**config.mk**
```make
export PLATFORM = sky130hd
export DESIGN_NAME = regfile_param
export DESIGN_NICKNAME = d
export VERILOG_FILES = /design/src/rtl/regfile_pkg.sv /design/src/rtl/regfile_rdport.sv /design/src/rtl/regfile_param.sv
export SDC_FILE = /design/constraint.sdc
export NUM_CORES = 1
export LEC_CHECK = 0
export BUFFER_PORTS_ARGS = -buffer_cell sky130_fd_sc_hd__buf_4
export CAP_MARGIN = 30
export CELL_PAD_IN_SITES_DETAIL_PLACEMENT = 1
export CELL_PAD_IN_SITES_GLOBAL_PLACEMENT = 2
export CORE_MARGIN = 5
export CORE_UTILIZATION = 35
export DETAILED_ROUTE_END_ITERATION = 6
export PLACE_DENSITY = 0.71
export SLEW_MARGIN = 30
export SYNTH_ARGS = -nofsm -noshare
export SYNTH_HDL_FRONTEND = slang
export SYNTH_SLANG_ARGS = --single-unit
```
**constraint.sdc**
```tcl
create_clock -name clk -period 4 [get_ports clk]
set_input_delay 0.4 -clock clk [delete_from_list [all_inputs] [get_ports clk]]
set_output_delay 0.4 -clock clk [all_outputs]
set_load 0.01 [all_outputs]
```
**src/rtl/regfile_pkg.sv**
```systemverilog
// Shared types and default sizes for the parametrised integer register file.
package regfile_pkg;

  // Sequencer states: CLEAR zeroes the array entry by entry, RUN is normal operation.
  typedef enum logic [0:0] {
    CLEAR = 1'b0,
    RUN   = 1'b1
  } rf_state_e;

  localparam int RF_DW    = 32;
  localparam int RF_DEPTH = 32;
  localparam int RF_NRD   = 2;

endpackage

```
**src/rtl/regfile_rdport.sv**
```systemverilog
// One combinational read port of the register file.
// The port returns zero while the file is not ready.
// It also returns zero for the hardwired zero entry.
// When REGFILE_BYPASS_EN is defined, a write that fires in the same cycle to
// the same address is forwarded to the output.
module regfile_rdport #(
  parameter int DW       = 32,
  parameter int DEPTH    = 32,
  parameter bit ZERO_REG = 1'b1,
  localparam int AW      = $clog2(DEPTH)
) (
  input  logic                  ready,
  input  logic [AW-1:0]         raddr,
  input  logic [DEPTH*DW-1:0]   mem_flat,
  input  logic                  wr_fire,
  input  logic [AW-1:0]         waddr,
  input  logic [DW-1:0]         wdata,
  output logic [DW-1:0]         rdata
);

`ifndef REGFILE_BYPASS_EN
  // Forwarding inputs are only consumed by the bypass build.
  logic unused_bypass;
  assign unused_bypass = ^{wr_fire, waddr, wdata};
`endif

  // Read mux with ready gating, zero-register masking and optional forwarding.
  always_comb begin
    rdata = {DW{1'b0}};
    if (!ready) begin
      rdata = {DW{1'b0}};
    end else if (ZERO_REG && (raddr == {AW{1'b0}})) begin
      rdata = {DW{1'b0}};
`ifdef REGFILE_BYPASS_EN
    end else if (wr_fire && (waddr == raddr)) begin
      rdata = wdata;
`endif
    end else begin
      rdata = mem_flat[int'(raddr)*DW +: DW];
    end
  end

endmodule

```
**src/rtl/regfile_param.sv**
```systemverilog
// Parametrised register file with hardwired zero entry and a clear sequencer.
// The storage array has no reset. After reset, or on clear_req, the sequencer
// writes zero to every entry, one per cycle, before the file reports ready.
// Optional macro REGFILE_BYPASS_EN forwards same-cycle writes to the read ports.
module regfile_param
  import regfile_pkg::*;
#(
  parameter int DW       = RF_DW,
  parameter int DEPTH    = RF_DEPTH,
  parameter int NRD      = RF_NRD,
  parameter bit ZERO_REG = 1'b1,
  localparam int AW      = $clog2(DEPTH)
) (
  input  logic                clk,
  input  logic                rst,
  input  logic                clear_req,
  output logic                ready,
  input  logic                we,
  input  logic [AW-1:0]       waddr,
  input  logic [DW-1:0]       wdata,
  input  logic [NRD*AW-1:0]   raddr,
  output logic [NRD*DW-1:0]   rdata
);

  // Counter is one bit wider than the address so the terminal compare never wraps.
  localparam logic [AW:0] CLR_LAST = DEPTH[AW:0] - {{AW{1'b0}}, 1'b1};

  rf_state_e         state_q, state_d;
  logic [AW:0]       clr_cnt_q, clr_cnt_d;
  logic              ready_q, ready_d;

  logic              wr_en;
  logic              wr_fire;
  logic [AW-1:0]     wr_addr;
  logic [DW-1:0]     wr_data;

  logic [DW-1:0]     mem_q [DEPTH];
  logic [DEPTH*DW-1:0] mem_flat;

  // State register: the sequencer restarts from entry 0 whenever reset is asserted.
  always_ff @(posedge clk or posedge rst) begin
    if (rst) begin
      state_q   <= CLEAR;
      clr_cnt_q <= {(AW+1){1'b0}};
      ready_q   <= 1'b0;
    end else begin
      state_q   <= state_d;
      clr_cnt_q <= clr_cnt_d;
      ready_q   <= ready_d;
    end
  end

  // Next-state logic: walk the clear counter, and let clear_req restart the walk.
  always_comb begin
    state_d   = state_q;
    clr_cnt_d = clr_cnt_q;
    case (state_q)
      CLEAR: begin
        if (clear_req) begin
          clr_cnt_d = {(AW+1){1'b0}};
        end else if (clr_cnt_q == CLR_LAST) begin
          state_d   = RUN;
          clr_cnt_d = clr_cnt_q + {{AW{1'b0}}, 1'b1};
        end else begin
          clr_cnt_d = clr_cnt_q + {{AW{1'b0}}, 1'b1};
        end
      end
      RUN: begin
        if (clear_req) begin
          state_d   = CLEAR;
          clr_cnt_d = {(AW+1){1'b0}};
        end else begin
          state_d   = RUN;
          clr_cnt_d = clr_cnt_q;
        end
      end
      default: begin
        state_d   = CLEAR;
        clr_cnt_d = {(AW+1){1'b0}};
      end
    endcase
  end

  // Output logic: pick the write source (the clear walk or the writeback port) and compute ready.
  always_comb begin
    ready_d = (state_d == RUN);
    wr_en   = 1'b0;
    wr_fire = 1'b0;
    wr_addr = {AW{1'b0}};
    wr_data = {DW{1'b0}};
    case (state_q)
      CLEAR: begin
        wr_en   = 1'b1;
        wr_addr = clr_cnt_q[AW-1:0];
        wr_data = {DW{1'b0}};
      end
      RUN: begin
        // A clear request takes priority over a write in the same cycle.
        if (we && !clear_req && !(ZERO_REG && (waddr == {AW{1'b0}}))) begin
          wr_en   = 1'b1;
          wr_fire = 1'b1;
          wr_addr = waddr;
          wr_data = wdata;
        end else begin
          wr_en   = 1'b0;
          wr_fire = 1'b0;
          wr_addr = {AW{1'b0}};
          wr_data = {DW{1'b0}};
        end
      end
      default: begin
        wr_en   = 1'b0;
        wr_fire = 1'b0;
        wr_addr = {AW{1'b0}};
        wr_data = {DW{1'b0}};
      end
    endcase
  end

  // Storage array write port; the array itself is never reset.
  always_ff @(posedge clk) begin
    if (wr_en) begin
      mem_q[wr_addr] <= wr_data;
    end
  end

  assign ready = ready_q;

  for (genvar g = 0; g < DEPTH; g++) begin : g_flat
    assign mem_flat[g*DW +: DW] = mem_q[g];
  end

  for (genvar i = 0; i < NRD; i++) begin : g_rd
    regfile_rdport #(
      .DW       (DW),
      .DEPTH    (DEPTH),
      .ZERO_REG (ZERO_REG)
    ) u_rdport (
      .ready    (ready_q),
      .raddr    (raddr[i*AW +: AW]),
      .mem_flat (mem_flat),
      .wr_fire  (wr_fire),
      .waddr    (waddr),
      .wdata    (wdata),
      .rdata    (rdata[i*DW +: DW])
    );
  end

endmodule

```
# Word-level counts from Yosys, hierarchy flattened
# Memories as Yosys holds them, arrays and structs flattened.
# Index checks and enable logic that the tools add are counted.
dict set report totals {
  input_bits 51
  elab_cells 35
  output_inout_bits 65
  ramBits 1024
  ff_bits 7
  memories 1
}
dict set report op_classes {
  eq_ne 2
  n_reduce_logical 7
  shift 2
  mux 19
  addsub 1
  n_bitwise 1
}
# memory depth word_bits read_ports rd_ports_with_merged_regs write_ports line_no
set memory_table {}
lappend memory_table {mem_q 32 32 32 0 1 regfile_param.sv:37} ;# logic [DW-1:0] mem_q [DEPTH];
# cell n
set ops {}
lappend ops {{indexed part select 1024 x 11 -> 32 bit} 2}
lappend ops {{2-to-1 mux 32 bit} 5}
lappend ops {{one-hot mux 32 bit (2 select lines)} 1}
lappend ops {{zero test 5 bit} 3}
lappend ops {{2-to-1 mux 6 bit} 2}
lappend ops {{one-hot mux 6 bit (2 select lines)} 1}
lappend ops {{one-hot mux 5 bit (2 select lines)} 1}
lappend ops {{adder 6 x 1 -> 6 bit, second input constant} 1}
lappend ops {{equality test 6 x 5 -> 1 bit, second input constant} 1}
lappend ops {{2-to-1 mux 1 bit} 6}
lappend ops {{2-to-1 mux 5 bit} 1}
lappend ops {{one-hot mux 1 bit (2 select lines)} 2}
lappend ops {{logical AND 1 bit} 2}
lappend ops {{zero test 1 bit} 2}
lappend ops {{!= test 2 bit, second input constant} 1}
lappend ops {{NOT 1 bit} 1}

# Longest topological paths before layout
dict set report depth {
  ltp_word 7
  depth_mapped 8
  ltp_nobuf 5
}

# Cells and area by module
# From an unflattened synthesis, not the netlist that was laid out.
dict set report unflattened {
  hier_cells 2700
  area_unflattened_um2 48011.0
}
# module area_each_um2 n_inst seq_area_each_um2 cells_each
set modules_own_cells {}
lappend modules_own_cells {regfile_param 31775.5 1 30924.7 1158}
lappend modules_own_cells {regfile_rdport 8117.8 2 0.0 771}

# Worst setup path before layout
# Ideal clock, no wire load.
dict set report synth_path {
  path_kind {register -> register}
  startpoint {register ready (netlist name)}
  endpoint {memory mem_q[17][0], enable pin}
  path_buffers 2
  synth_period_minus_slack_ns 3.198
  slack_ns 0.802
  setup_ns 0.421
  required_ns 3.579
  path_stages_with_launch 6
  arrival_ns 2.777
  path_cell_list {dfrtp_1 > buf_4 > buf_2 > a31o_2 > or3_1 > nor2_1}
}
# element line_no
set synth_rtl {}
lappend synth_rtl {{end: declaration} regfile_param.sv:37}

# Final worst setup path
dict set report layout_path {
  startpoint {register ready_q (netlist: ready)}
  endpoint {output port rdata[0]}
}
dict set report layout_via {
  elab_chain_len 1
}
# element line_no
set layout_lines {}
lappend layout_lines {{start: declaration} regfile_param.sv:30} ;# logic ready_q, ready_d;
lappend layout_lines {{start signal: assignment} regfile_param.sv:49} ;# ready_q <= ready_d;
lappend layout_lines {{2-to-1 mux 32 bit} regfile_rdport.sv:30} ;# if (!ready) begin
lappend layout_lines {{end: declaration} regfile_param.sv:22} ;# output logic [NRD*DW-1:0] rdata
# No other way between the ends.

==> run_results.csv <==
group,metric,value,unit
floorplan,start_util,0.3531,
synth,synth_top_area_share,0.6394,
layout,utilization,0.4081,
sta,fin_setup_tns,0,ns
layout,fill_cells,12870,
sta,tightestPinTransition,1.015,ns
outcome,status,"completed",
floorplan,die_w,374.8,µm
clock_network,clk_pin_slew,0.06,ns
grt,grt_start_max_net_pins,62,
critical_path,setup.worst_path.class,"register to output port",
clock_network,clk_latency,0.69,ns
synth,avgSynthCellArea,16.70,µm²
grt,grt_util_met2,0.3813,
synth,yosys_most_used_dff,"edfxtp_1",
floorplan,dieArea,140500,µm²
clock_network,cts_buffers,108,
synth,synth_area,46590,µm²
sta,skew,0.01899,ns
grt,grt_overflow_total,0,
synth,synthTopCellsByArea,"edfxtp_1, mux4_2, mux2i_1",
detailed_routing,ant_nets,0,
sta,setup_viol,0,
detailed_routing,firstDrtPassIters,5,
floorplan,ios,116,
power_and_ir_drop,power_density,421.4,nW/µm²
floorplan,num_rows,133,
synth,async_flop_share,0.007007,
run,maxCapViolations,0,
grt,track_usage,0.2283,
sta,relSlewSlack,0.3231,
detailed_routing,dr_total_vias,29290,
grt,use_met1,0.2982,
synth,synth_cells,2789,
clock_network,clockBufferDepth,3,
sta,slew_violations,0,
grt,gr-usage-met3,0.03751,
critical_path,start_kind,"register",
grt,grt_pass1_wl,232500,µm
detailed_routing,drt_iter0_markers,2731,
layout,nets,2989,
layout,drive_above_1_share,0.2630,
detailed_routing,route.detailed.drc,0,
synth,synth-seq-cells,999,
synth,yosys_warnings,0,
synth,synth_edf_count,992,
placement,io_buffer_count,115,
detailed_routing,routed_wl,164800,µm
sta,clock.fmax,0.2661,GHz
placement,hpwl,100300,µm
hold_path,hold_class,"primary input to async pin",
critical_path,cp-end-kind,"output port",
critical_path,reg2reg_depth,6,
synth,yosysUniqueCellTypes,53,
clock_network,root_buffer,"clkbuf_16",
clock_network,ctsHtreeMaxLevel,3,
grt,antenna_found_initial,2,
sta,post-route-period-util,0.9394,
placement,gp_congestion,0.8337,
sta,fin_crit,3.758,ns
floorplan,core,132000,µm²
synth,yosysTopAreaCell,"edfxtp_1",
grt,grt_pass1_vias,31240,
critical_path,worstPathRequired,3.60,ns
critical_path,r2r_slack,0.85,ns
sta,rsz0062_at_grt,"false",
critical_path,arrival,3.36,ns
floorplan,die_h,374.8,µm
power_and_ir_drop,leakage,16.99,nW
clock_network,cts-resized-gates,0,
power_and_ir_drop,ir_drop,0.2996,mV
clock_network,clock_sinks,999,
grt,grt.busiest_layer,"met2",
synth,seq_area_frac_synth,0.6431,
clock_network,cts_tree,"yes",
sta,hold_violations,0,
detailed_routing,viasPerCell,6.129,
synth,syn_nets,2841,
layout,syn2layout_area_growth,15.60,%
detailed_routing,wl_per_cell,34.49,µm
critical_path,path_max_fanout,16,
-- power by group --
part	internal (W)	switching, W
Combinational	0.000509	0.000799
Clock	0.00571	0.00420
Sequential	0.0114	0.0000405
-- routing by layer --
metal / up-vias / part of all wire
met5: - / 0.000079
met4: 2 / 0.045
met3: 360 / 0.067
met2: 1193 / 0.49
met1: 15820 / 0.40
li1: 11920 / -
-- cells in the mapped netlist, types with 4 or more instances --
| cell type | n |
|---|---|
| edfxtp_1 | 992 |
| mux2i_1 | 479 |
| mux4_2 | 224 |
| o22ai_1 | 186 |
| a22oi_1 | 160 |
| nand2_1 | 110 |
| clkbuf_1 | 89 |
| buf_2 | 86 |
| o21ai_0 | 80 |
| nand3_1 | 44 |
| nor2_1 | 44 |
| a221oi_2 | 35 |
| and2_1 | 35 |
| mux2_2 | 34 |
| nand4_1 | 32 |
| a221oi_1 | 27 |
| buf_6 | 19 |
| buf_4 | 18 |
| o21ai_1 | 15 |
| buf_1 | 11 |
| nor2b_1 | 9 |
| dfrtp_1 | 7 |
| or3_1 | 6 |
| inv_1 | 5 |
| a21oi_1 | 4 |
-- sequential cells by signal, indices dropped and copies added (netlist names) --
register	count
mem_q	992
clr_cnt_q	6
ready	1
-- metrics by stage --
stage,worst slack [ns],hold slack [ns],instances,instance area (µm²),total power (W)
after floorplan,0.8015,0.2034,2789,46590,0.01251
after global placement,0.7090,0.3764,4579,50330,0.01297
after detailed placement,0.6752,0.3799,4580,50350,0.01300
after CTS,0.2047,0.1940,4778,53820,0.02286
after global routing,0.2086,0.2260,4778,53850,0.02336
final,0.2424,0.2144,4779,53860,0.02269
-- cell families (layout without fill, tap and decap cells) --
family / after synthesis / count (layout) / synth area share
DFF: 999 / 999 / 0.6431
xor gates and xnor gates: 4 / 4 / 0.0007521
muxes: 737 / 737 / 0.2194
adders and majority gates: 1 / 1 / 0.0002685
other: 0 / 1 / 0
AOI/OAI and AO/OA: 522 / 522 / 0.08035
and+or+nand+nor: 297 / 297 / 0.03080
buffers and inverters: 229 / 463 / 0.02527
-- area by class of cell --
type,instances,area (µm²),area share
diodes,1,2.502,0.00004647
inverters,6,22.52,0.0004182
flip-flops and latches,999,29960,0.5564
well taps,1755,2196,0.04077
multi-input cells,1561,15820,0.2937
clock buffers,134,2917,0.05416
repair buffers,261,2407,0.04470
clock inverters,62,530.5,0.009851
-- final timing paths --
check / startpoint / endpoint
worst max-delay path: ready / rdata[0]
worst min-delay path: rst / clr_cnt_q[5]
worst max register to register: ready / mem_q[9][20]
worst min register to register: clr_cnt_q[5] / clr_cnt_q[5]
max in group asynchronous: rst / clr_cnt_q[1]
min in group clk: wdata[27] / mem_q[27][27]
-- repair_timing --
action                                 CTS  global route
hold buffers                             2             0
buffers inserted                         0             0
endpoints found under the hold margin   14             0
-- critical path, cell delays in order, from the launching register on --
cell	delay [ns]
dfrtp_1	0.44
inv_2	0.13
or3_2	0.89
buf_4	0.40
a221oi_1	0.32
a22oi_1	0.15
nand4_1	0.16
buf_4	0.15
-- cell usage in the layout, fill, tap and decap left out, types with 5 or more instances in the layout --
cell type | synthesis | layout
dfrtp_1 | 7 | 7
nand4_1 | 32 | 32
nand3_1 | 44 | 43
buf_12 | 0 | 33
o21ai_0 | 80 | 80
nor2_1 | 44 | 11
clkbuf_16 | 0 | 113
o21ai_1 | 15 | 15
nor2b_1 | 9 | 5
bufinv_16 | 0 | 9
mux2i_1 | 479 | 479
o22ai_1 | 186 | 186
mux2_2 | 34 | 34
or3_1 | 6 | 5
clkbuf_1 | 89 | 20
a22oi_1 | 160 | 160
a221oi_1 | 27 | 27
and2_2 | 0 | 31
nand2_1 | 110 | 104
nand2_2 | 0 | 6
inv_1 | 5 | 5
mux4_2 | 224 | 224
a221oi_2 | 35 | 35
clkinv_2 | 0 | 22
and2_1 | 35 | 5
clkinv_1 | 0 | 24
buf_4 | 18 | 222
edfxtp_1 | 992 | 992
nor2_4 | 0 | 33
No activity file was read; power rests on OpenSTA's default activity.
